File: config.mk
export PLATFORM = sky130hd
export DESIGN_NAME = rf_write_arbiter
export DESIGN_NICKNAME = d
export VERILOG_FILES = /design/src/rtl/rf_write_arbiter.sv
export SDC_FILE = /design/constraint.sdc
export NUM_CORES = 1
export LEC_CHECK = 0
export BUFFER_PORTS_ARGS = -buffer_cell sky130_fd_sc_hd__buf_4
export CAP_MARGIN = 20
export CORE_MARGIN = 3
export CORE_UTILIZATION = 46
export DETAILED_ROUTE_END_ITERATION = 16
export GPL_TIMING_DRIVEN = 0
export PLACE_DENSITY_LB_ADDON = 0.15
export SLEW_MARGIN = 10
export SYNTH_ARGS = -nofsm -noshare
export SYNTH_HDL_FRONTEND = slang
export SYNTH_SLANG_ARGS = --single-unit
File: constraint.sdc
create_clock -name clk -period 2.1 [get_ports clk]
set_input_delay 0.42 -clock clk [delete_from_list [all_inputs] [get_ports clk]]
set_output_delay 0.42 -clock clk [all_outputs]
set_load 0.005 [all_outputs]
File: src/rtl/rf_write_arbiter.sv
// rf_write_arbiter: shares the register file's single write port between the
// writeback stage (preferred) and an auxiliary writer. A starvation counter
// forces the auxiliary side ahead after STARVE_LIMIT consecutive denials.
module rf_write_arbiter #(
    parameter int unsigned STARVE_LIMIT = 4,
    parameter int unsigned ADDR_W       = 5,
    parameter int unsigned DATA_W       = 32
) (
    input  logic              clk,
    input  logic              reset,

    input  logic              wb_valid,
    input  logic [ADDR_W-1:0] wb_addr,
    input  logic [DATA_W-1:0] wb_data,
    output logic              wb_ready,

    input  logic              aux_valid,
    input  logic [ADDR_W-1:0] aux_addr,
    input  logic [DATA_W-1:0] aux_data,
    output logic              aux_ready,

    output logic              rf_regwrite,
    output logic [ADDR_W-1:0] rf_writeaddr,
    output logic [DATA_W-1:0] rf_writedata,

    output logic              force_aux,
    output logic [15:0]       wb_stall_cnt
);

    localparam int unsigned STARVE_W  = $clog2(STARVE_LIMIT + 1);
    localparam int unsigned STALL_W   = 16;
    localparam logic [STARVE_W-1:0] STARVE_MAX = STARVE_W'(STARVE_LIMIT);
    localparam logic [STALL_W-1:0]  STALL_MAX  = {STALL_W{1'b1}};

    typedef enum logic {
        ST_NORMAL = 1'b0,
        ST_FORCED = 1'b1
    } mode_e;

    mode_e               state_q;
    mode_e               state_d;
    logic [STARVE_W-1:0] starve_q;
    logic [STARVE_W-1:0] starve_d;
    logic [STALL_W-1:0]  wb_stall_cnt_q;
    logic [STALL_W-1:0]  wb_stall_cnt_d;
    logic                rf_regwrite_q;
    logic                rf_regwrite_d;
    logic [ADDR_W-1:0]   rf_writeaddr_q;
    logic [ADDR_W-1:0]   rf_writeaddr_d;
    logic [DATA_W-1:0]   rf_writedata_q;
    logic [DATA_W-1:0]   rf_writedata_d;

    logic                wb_ready_c;
    logic                aux_ready_c;
    logic                wb_xfer_c;
    logic                aux_xfer_c;

    // Ready generation: wb preferred unless aux holds forced priority; nothing accepted in reset.
    always_comb begin
        wb_ready_c  = 1'b0;
        aux_ready_c = 1'b0;
        if (!reset) begin
            if (state_q == ST_FORCED) begin
                aux_ready_c = 1'b1;
            end else begin
                wb_ready_c  = 1'b1;
                aux_ready_c = !wb_valid;
            end
        end
        wb_xfer_c  = wb_valid && wb_ready_c;
        aux_xfer_c = aux_valid && aux_ready_c;
    end

    // Starvation counter: counts consecutive denied aux cycles, saturating at the limit.
    always_comb begin
        starve_d = starve_q;
        if (!aux_valid || aux_xfer_c) begin
            starve_d = '0;
        end else if (starve_q != STARVE_MAX) begin
            starve_d = starve_q + STARVE_W'(1);
        end
    end

    // Mode next-state: enter FORCED when the counter saturates, leave once aux is served or gone.
    always_comb begin
        state_d = state_q;
        case (state_q)
            ST_NORMAL: begin
                if (starve_d == STARVE_MAX) begin
                    state_d = ST_FORCED;
                end
            end
            ST_FORCED: begin
                if (aux_xfer_c || !aux_valid) begin
                    state_d = ST_NORMAL;
                end
            end
            default: state_d = ST_NORMAL;
        endcase
    end

    // Write port capture: load the winner's address/data; address 0 is consumed without a write.
    always_comb begin
        rf_regwrite_d  = 1'b0;
        rf_writeaddr_d = rf_writeaddr_q;
        rf_writedata_d = rf_writedata_q;
        if (wb_xfer_c) begin
            rf_regwrite_d  = (wb_addr != '0);
            rf_writeaddr_d = wb_addr;
            rf_writedata_d = wb_data;
        end else if (aux_xfer_c) begin
            rf_regwrite_d  = (aux_addr != '0);
            rf_writeaddr_d = aux_addr;
            rf_writedata_d = aux_data;
        end
    end

    // Saturating count of cycles where writeback is held off.
    always_comb begin
        wb_stall_cnt_d = wb_stall_cnt_q;
        if (wb_valid && !wb_ready_c && (wb_stall_cnt_q != STALL_MAX)) begin
            wb_stall_cnt_d = wb_stall_cnt_q + STALL_W'(1);
        end
    end

    // State and output registers with synchronous reset.
    always_ff @(posedge clk) begin
        if (reset) begin
            state_q        <= ST_NORMAL;
            starve_q       <= '0;
            wb_stall_cnt_q <= '0;
            rf_regwrite_q  <= 1'b0;
            rf_writeaddr_q <= '0;
            rf_writedata_q <= '0;
        end else begin
            state_q        <= state_d;
            starve_q       <= starve_d;
            wb_stall_cnt_q <= wb_stall_cnt_d;
            rf_regwrite_q  <= rf_regwrite_d;
            rf_writeaddr_q <= rf_writeaddr_d;
            rf_writedata_q <= rf_writedata_d;
        end
    end

    assign wb_ready     = wb_ready_c;
    assign aux_ready    = aux_ready_c;
    assign force_aux    = (state_q == ST_FORCED);
    assign rf_regwrite  = rf_regwrite_q;
    assign rf_writeaddr = rf_writeaddr_q;
    assign rf_writedata = rf_writedata_q;
    assign wb_stall_cnt = wb_stall_cnt_q;

endmodule

==> flow_metrics.tcl, run 1 <==
set metrics [dict create \
    finClkSkew_ns 0.0101 \
    syn_avg_cell_area_um2 9.00 \
    diodes 0 \
    p_switching_mw 0.650 \
    fin_crit_ns 2.01 \
    cap_violations 0 \
    grt_pass1_wl_um 11900 \
    worstSetupStartpointType "flop" \
    met1_length_um 3270 \
    postSynth.asyncResetShare 0 \
    tightest_slew_ns 0.516 \
    gp_congestion 0.791 \
    grt_pass1_vias 2541 \
    seqPwrFrac 0.436 \
    clock_sinks 58 \
    grt.total_usage 0.229 \
    drc 0 \
    crit_family "simple AND/OR/NAND/NOR gates" \
    clkPwrFrac 0.420 \
    syn_area_um2 2680 \
    switching_share 0.238 \
    ant_nets 0 \
    final-max-slew-violation-count 0 \
    final_nets 525 \
    cts_buffers 9 \
    synth_nets 379 \
    status "completed" \
    powerDensity_nw_per_um2 679 \
    insertion_delay_ns 0.34 \
    finalPower_mw 2.74 \
    hold_path.class "in -> reg" \
    drive_gt1_frac 0.372 \
    fin_ws_ns 0.0876 \
    design.core.area_um2 5570 \
    yosysSeqAreaShare 0.433 \
    cp_max_fo 5 \
    synth.top_cell.area_share 0.433 \
    p_int_mw 2.09 \
    avgViaCountPerCell 5.37 \
    path_buf_inv 0 \
    synth_area_leader_cell "dfxtp_1" \
    slowest_stage "or3_4" \
    post-route-period-util 0.958 \
    grt-ovfl-total 0 \
    wl_met3_um 605 \
    wirelength_um 7960 \
    pre_cts_ws_ns -0.0561 \
    rsz0062_at_grt "no" \
    comb_power_share 0.144 \
    ir_worst_vdd_uv 455 \
    critPathArrivalTime_ns 2.23 \
    ys_ff_latch 58 \
    rows 27 \
    die_x_um 82.4 \
    clock_path_buffers 2 \
    met2_length_um 3940 \
    ys_types 31 \
    cp.required_ns 2.32 \
    clk_pin_slew_ns 0.07 \
    critPathMaxStageDelay_ns 0.43 \
    pin_count 135 \
    die-area_um2 6780 \
    h-tree-depth 3 \
    crit_chain "ha_1 > nand4_1 > or3_4 > nor4_2 > mux2_2" \
    antenna_found_initial 0 \
    highest_layer "met4" \
    slew-limit-headroom 0.655 \
    cts_hold_buf 0 \
    vias 2797 \
    synth_area_leaders "dfxtp_1 43%, mux2i_1 13%, a211oi_1 9.2%" \
    grt_max_degree 11 \
    crit_type "reg -> reg" \
    wl_per_cell_um 15.3 \
    setup_viol 0 \
    post-dp-hpwl_um 5970 \
    syn_to_final_growth_pct 50.3 \
    die_h_um 82.4 \
    leakagePower_nw 1.66 \
    synth_flop_cell "dfxtp_1" \
    fin_setup_tns_ns 0 \
    worstSetupEndpointType "flop" \
    synth_enable_flop_cells 0 \
    start_util 0.481 \
    finalHoldViolCount 0 \
    dr.first_iter.drc_count 105 \
    dr.pass1.iters 4 \
    fmax_mhz 497 \
    cts_root_buf "clkbuf_8" \
    synth_cells 298 \
    n_fill_cell 451 \
    tritoncts "done" \
    numPortBuffers 134 \
    yosysWarnings 0 \
]
[cell usage after synthesis, types with 7 or more instances]
master / n
o31ai_1: 7
nor2_1: 42
a211oi_1: 33
inv_1: 7
or4_1: 10
a21oi_1: 18
dfxtp_1: 58
mux2i_1: 35
clkbuf_1: 18
nand2_1: 9
o21ai_0: 7
[cell usage in the layout, fill, tap and decap left out, types with 2 or more instances in the layout]
cell type and count:
buf_4 135, dfxtp_1 57, nor2_1 42, mux2i_1 35, a211oi_1 33, a21oi_1 18
clkbuf_1 17, or4_1 10, clkbuf_8 10, nand2_1 9, inv_1 7, o31ai_1 7
o21ai_0 7, nand4_1 5, nand3_1 5, nand3b_1 5, buf_2 4, or3_1 4
a22oi_1 4, nor3_1 3, mux2_2 3, ha_1 3, and3_1 2, nor2b_1 2
nor4_2 2, clkbuf_2 2, nor4_1 2, nand2b_1 2, clkinv_2 2, bufinv_16 2
[layer usage]
| metal | vias up | global-route usage |
|---|---|---|
| met1 | 1289 | 0.285 |
| met2 | 102 | 0.368 |
| met4 | 0 | 0.0914 |
| li1 | 1394 | - |
| met5 | - | 0 |
| met3 | 12 | 0.0694 |
[sequential cells by signal, indices dropped and copies added (netlist names)]
register	cells
starve_q	3
wb_stall_cnt	16
rf_regwrite	1
force_aux	1
rf_writedata	32
rf_writeaddr	5
[worst paths after layout]
check                                    start                            end  slack [ns]  cells after the start
setup / recovery  wb_stall_cnt[1]$_SDFFE_PP0P_  wb_stall_cnt[14]$_SDFFE_PP0P_        0.09                      5
hold / removal                      wb_addr[3]         rf_regwrite$_SDFF_PP0_        0.32                      3
setup reg to reg  wb_stall_cnt[1]$_SDFFE_PP0P_  wb_stall_cnt[14]$_SDFFE_PP0P_        0.09                      5
hold reg to reg   rf_writeaddr[2]$_SDFFE_PP0P_   rf_writeaddr[2]$_SDFFE_PP0P_        0.48                      2
[stage by stage]
stage | hold slack, ns | area [um2] | util | cells
after floorplan | 0.477 | 2680 | - | 298
after global placement | 0.471 | 3780 | 0.678 | 504
after detailed placement | 0.473 | 3780 | 0.678 | 504
after CTS | 0.314 | 4000 | 0.718 | 520
after global routing | 0.345 | 4030 | 0.723 | 521
final | 0.324 | 4030 | 0.723 | 521
[worst register-to-register path, stage by stage, from the launching register on]
cell,delay (ns)
dfxtp_1,0.39
ha_1,0.22
nand4_1,0.20
or3_4,0.43
nor4_2,0.30
mux2_2,0.36
[layout make-up]
cell class,instances,area [um2],share of cell area
Timing Repair Buffer,135,1010,0.251
Inverter,7,26.3,0.00652
Buffer,22,90.1,0.0223
Sequential cell,58,1160,0.288
Clock buffer,11,141,0.0351
Tap cell,72,90.1,0.0223
Clock inverter,5,77.6,0.0192
Multi-Input combinational cell,211,1430,0.355
[logic make-up (layout without fill, tap and decap cells)]
| family | count (synthesis) | in the layout | share of synthesized area |
|---|---|---|---|
| flops | 58 | 58 | 0.433 |
| fa+ha+maj | 3 | 3 | 0.0140 |
| mux | 38 | 38 | 0.143 |
| buf+inv | 29 | 180 | 0.0424 |
| simple gates | 99 | 99 | 0.190 |
| compound gates | 71 | 71 | 0.178 |
[power groups by stage]
stage	Sequential, mW	Combinational [mW]	Clock, mW
detailed placement	1.21	0.395	0
floorplan	1.22	0.147	0
finish	1.19	0.395	1.15
global route	1.20	0.432	1.21
global placement	1.21	0.387	0
CTS	1.19	0.397	1.17
[repair_timing]
action	in CTS	in global routing
setup endpoints to repair	1	12
buffers inserted	0	1
gates resized for setup	1	8
Note: power is estimated with default switching activity, not from simulation.
==> inputs of run 2 (changes only) <==
--- a/config.mk
+++ b/config.mk
@@ -7,7 +7,6 @@
 export LEC_CHECK = 0
 export BUFFER_PORTS_ARGS = -buffer_cell sky130_fd_sc_hd__buf_4
 export CAP_MARGIN = 20
-export CORE_MARGIN = 3
 export CORE_UTILIZATION = 46
 export DETAILED_ROUTE_END_ITERATION = 16
 export GPL_TIMING_DRIVEN = 0
==> run 2 against run 1 <==
Net effect:
- sequential cell count is the same
- critical path depth unchanged
- cell count decreased by 0.38%
- register-to-register slack better by 0.05 ns
- global-route usage increased by 2.1 points
- largest cell class unchanged
- highest routed layer unchanged
==> flow_metrics.tcl, run 2 (synthesis gave the netlist of run 1 again) <==
set metrics [dict create \
    drc 0 \
    crit_cells 5 \
    mostFrequentLayoutCells "134 x buf_4, 56 x dfxtp_1, 42 x nor2_1" \
    diodes 0 \
    grt-ovfl-total 0 \
    h-tree-depth 3 \
    worstSetupStartpointType "flop" \
    rrSetupSlack_ns 0.14 \
    fin_crit_ns 1.96 \
    tritoncts "done" \
    fmax_mhz 509 \
    slew-limit-headroom 0.683 \
    cts_buffers 9 \
    crit_type "reg -> reg" \
    clkPwrFrac 0.364 \
    r2r_end "wb_stall_cnt[14]$_SDFFE_PP0P_" \
    tightest_slew_ns 0.475 \
    reg2reg_from "wb_stall_cnt[1]$_SDFFE_PP0P_" \
    grt_max_degree 11 \
    comb_power_share 0.157 \
    grt_pass1_wl_um 12000 \
    fin_area_um2 3980 \
    die_x_um 78.4 \
    post-dp-hpwl_um 5600 \
    instances_no_fill 519 \
    crit_chain "ha_1 > nand4_1 > or3_4 > nor4_4 > mux2_2" \
    fin_ws_ns 0.137 \
    worstSetupEndpointType "flop" \
    pin_count 135 \
    crit_family "simple AND/OR/NAND/NOR gates" \
    design.core.area_um2 5570 \
    die_h_um 78.4 \
    insertion_delay_ns 0.34 \
    antenna_found_initial 0 \
    fin_util 0.714 \
    finClkSkew_ns 0.00462 \
    hold_path.class "in -> reg" \
    endpoint "wb_stall_cnt[14]$_SDFFE_PP0P_" \
    pre_cts_ws_ns -0.0401 \
    path_buf_inv 0 \
    cp_max_fo 5 \
    dr.first_iter.drc_count 94 \
    final-max-slew-violation-count 0 \
    grt_pass1_vias 2668 \
    slowest_stage "or3_4" \
    setup_viol 0 \
    rows 27 \
    ir_worst_vdd_uv 494 \
    clk_pin_slew_ns 0.06 \
    avgViaCountPerCell 5.42 \
    largest_register_ffs 32 \
    p_switching_mw 0.624 \
    cap_violations 0 \
    seqPwrFrac 0.478 \
    switching_share 0.250 \
    leakagePower_nw 1.64 \
    startpoint "wb_stall_cnt[1]$_SDFFE_PP0P_" \
    p_int_mw 1.87 \
    drive_gt1_frac 0.367 \
    critPathMaxStageDelay_ns 0.44 \
    numPortBuffers 134 \
    powerDensity_nw_per_um2 627 \
    clock_path_buffers 2 \
    dp_cells 504 \
    vias 2814 \
    die-area_um2 6140 \
    placed_area_um2 3780 \
    reg2reg_depth 5 \
    ant_nets 0 \
    critPathArrivalTime_ns 2.19 \
    wirelength_um 7470 \
    post-route-period-util 0.935 \
    cp.required_ns 2.33 \
    cts_setup_buffers 0 \
    final_nets 524 \
    wl_per_cell_um 14.4 \
    gp_congestion 0.813 \
    grt.total_usage 0.249 \
    dr.pass1.iters 4 \
    clock_sinks 58 \
    start_util 0.481 \
    cts_root_buf "clkbuf_8" \
    status "completed" \
    n_fill_cell 474 \
    finalPower_mw 2.50 \
    finalHoldViolCount 0 \
    syn_to_final_growth_pct 48.3 \
    layout_commonest_cell "buf_4" \
]
run 2: area by class of cell:
| class | instances | area [um2] | area share |
|---|---|---|---|
| multi-input combinational | 211 | 1430 | 0.360 |
| tap | 72 | 90.1 | 0.0226 |
| clock inverter | 3 | 15.0 | 0.00377 |
| clock buffer | 12 | 155 | 0.0390 |
| inverter | 7 | 26.3 | 0.00660 |
| buffer | 22 | 88.8 | 0.0223 |
| sequential | 58 | 1160 | 0.292 |
| timing repair buffer | 134 | 1010 | 0.253 |
run 2: layer usage:
metal,routed length [um],share of wire,vias to the layer above,global-route usage
met5,0,0,-,0
met4,145,0.019,0,0.0981
met3,551,0.074,14,0.0860
met2,3680,0.49,110,0.417
met1,3090,0.41,1299,0.292
li1,-,-,1391,-
run 2: repair_timing:
action	CTS	global route
resized for setup	0	9
setup endpoints to repair	0	10
hold buffers	0	0
run 2: tightest hold or removal path, cell delays in order:
cell and delay [ns]:
buf_4 0.08, o21ai_0 0.07, nand2_1 0.05
run 2: worst min-delay path by stage:
stage / start / end / slack, ns / cells past startpoint
finish: wb_addr[3] / rf_regwrite$_SDFF_PP0_ / 0.32 / 3
global route: aux_valid / starve_q[1]$_SDFF_PP0_ / 0.34 / 2
CTS: wb_addr[3] / rf_regwrite$_SDFF_PP0_ / 0.31 / 3
detailed placement: rf_writeaddr[2]$_SDFFE_PP0P_ / rf_writeaddr[2]$_SDFFE_PP0P_ / 0.47 / 2
global placement: rf_writeaddr[1]$_SDFFE_PP0P_ / rf_writeaddr[1]$_SDFFE_PP0P_ / 0.47 / 2
floorplan: rf_writeaddr[0]$_SDFFE_PP0P_ / rf_writeaddr[0]$_SDFFE_PP0P_ / 0.48 / 2
run 2: stage by stage:
step | hold WS (ns) | TNS, ns
final | 0.321 | 0
after detailed placement | 0.473 | -0.0401
after global routing | 0.343 | -0.0000191
after floorplan | 0.477 | 0
after CTS | 0.308 | 0
after global placement | 0.470 | -0.0402
run 2: power by group through the flow:
| stage | clock network, mW | registers, mW | logic, mW |
|---|---|---|---|
| final | 0.909 | 1.19 | 0.392 |
| after global routing | 0.981 | 1.20 | 0.429 |
| after CTS | 0.927 | 1.19 | 0.396 |
| after detailed placement | 0 | 1.21 | 0.395 |
| after global placement | 0 | 1.21 | 0.387 |
| after floorplan | 0 | 1.22 | 0.147 |
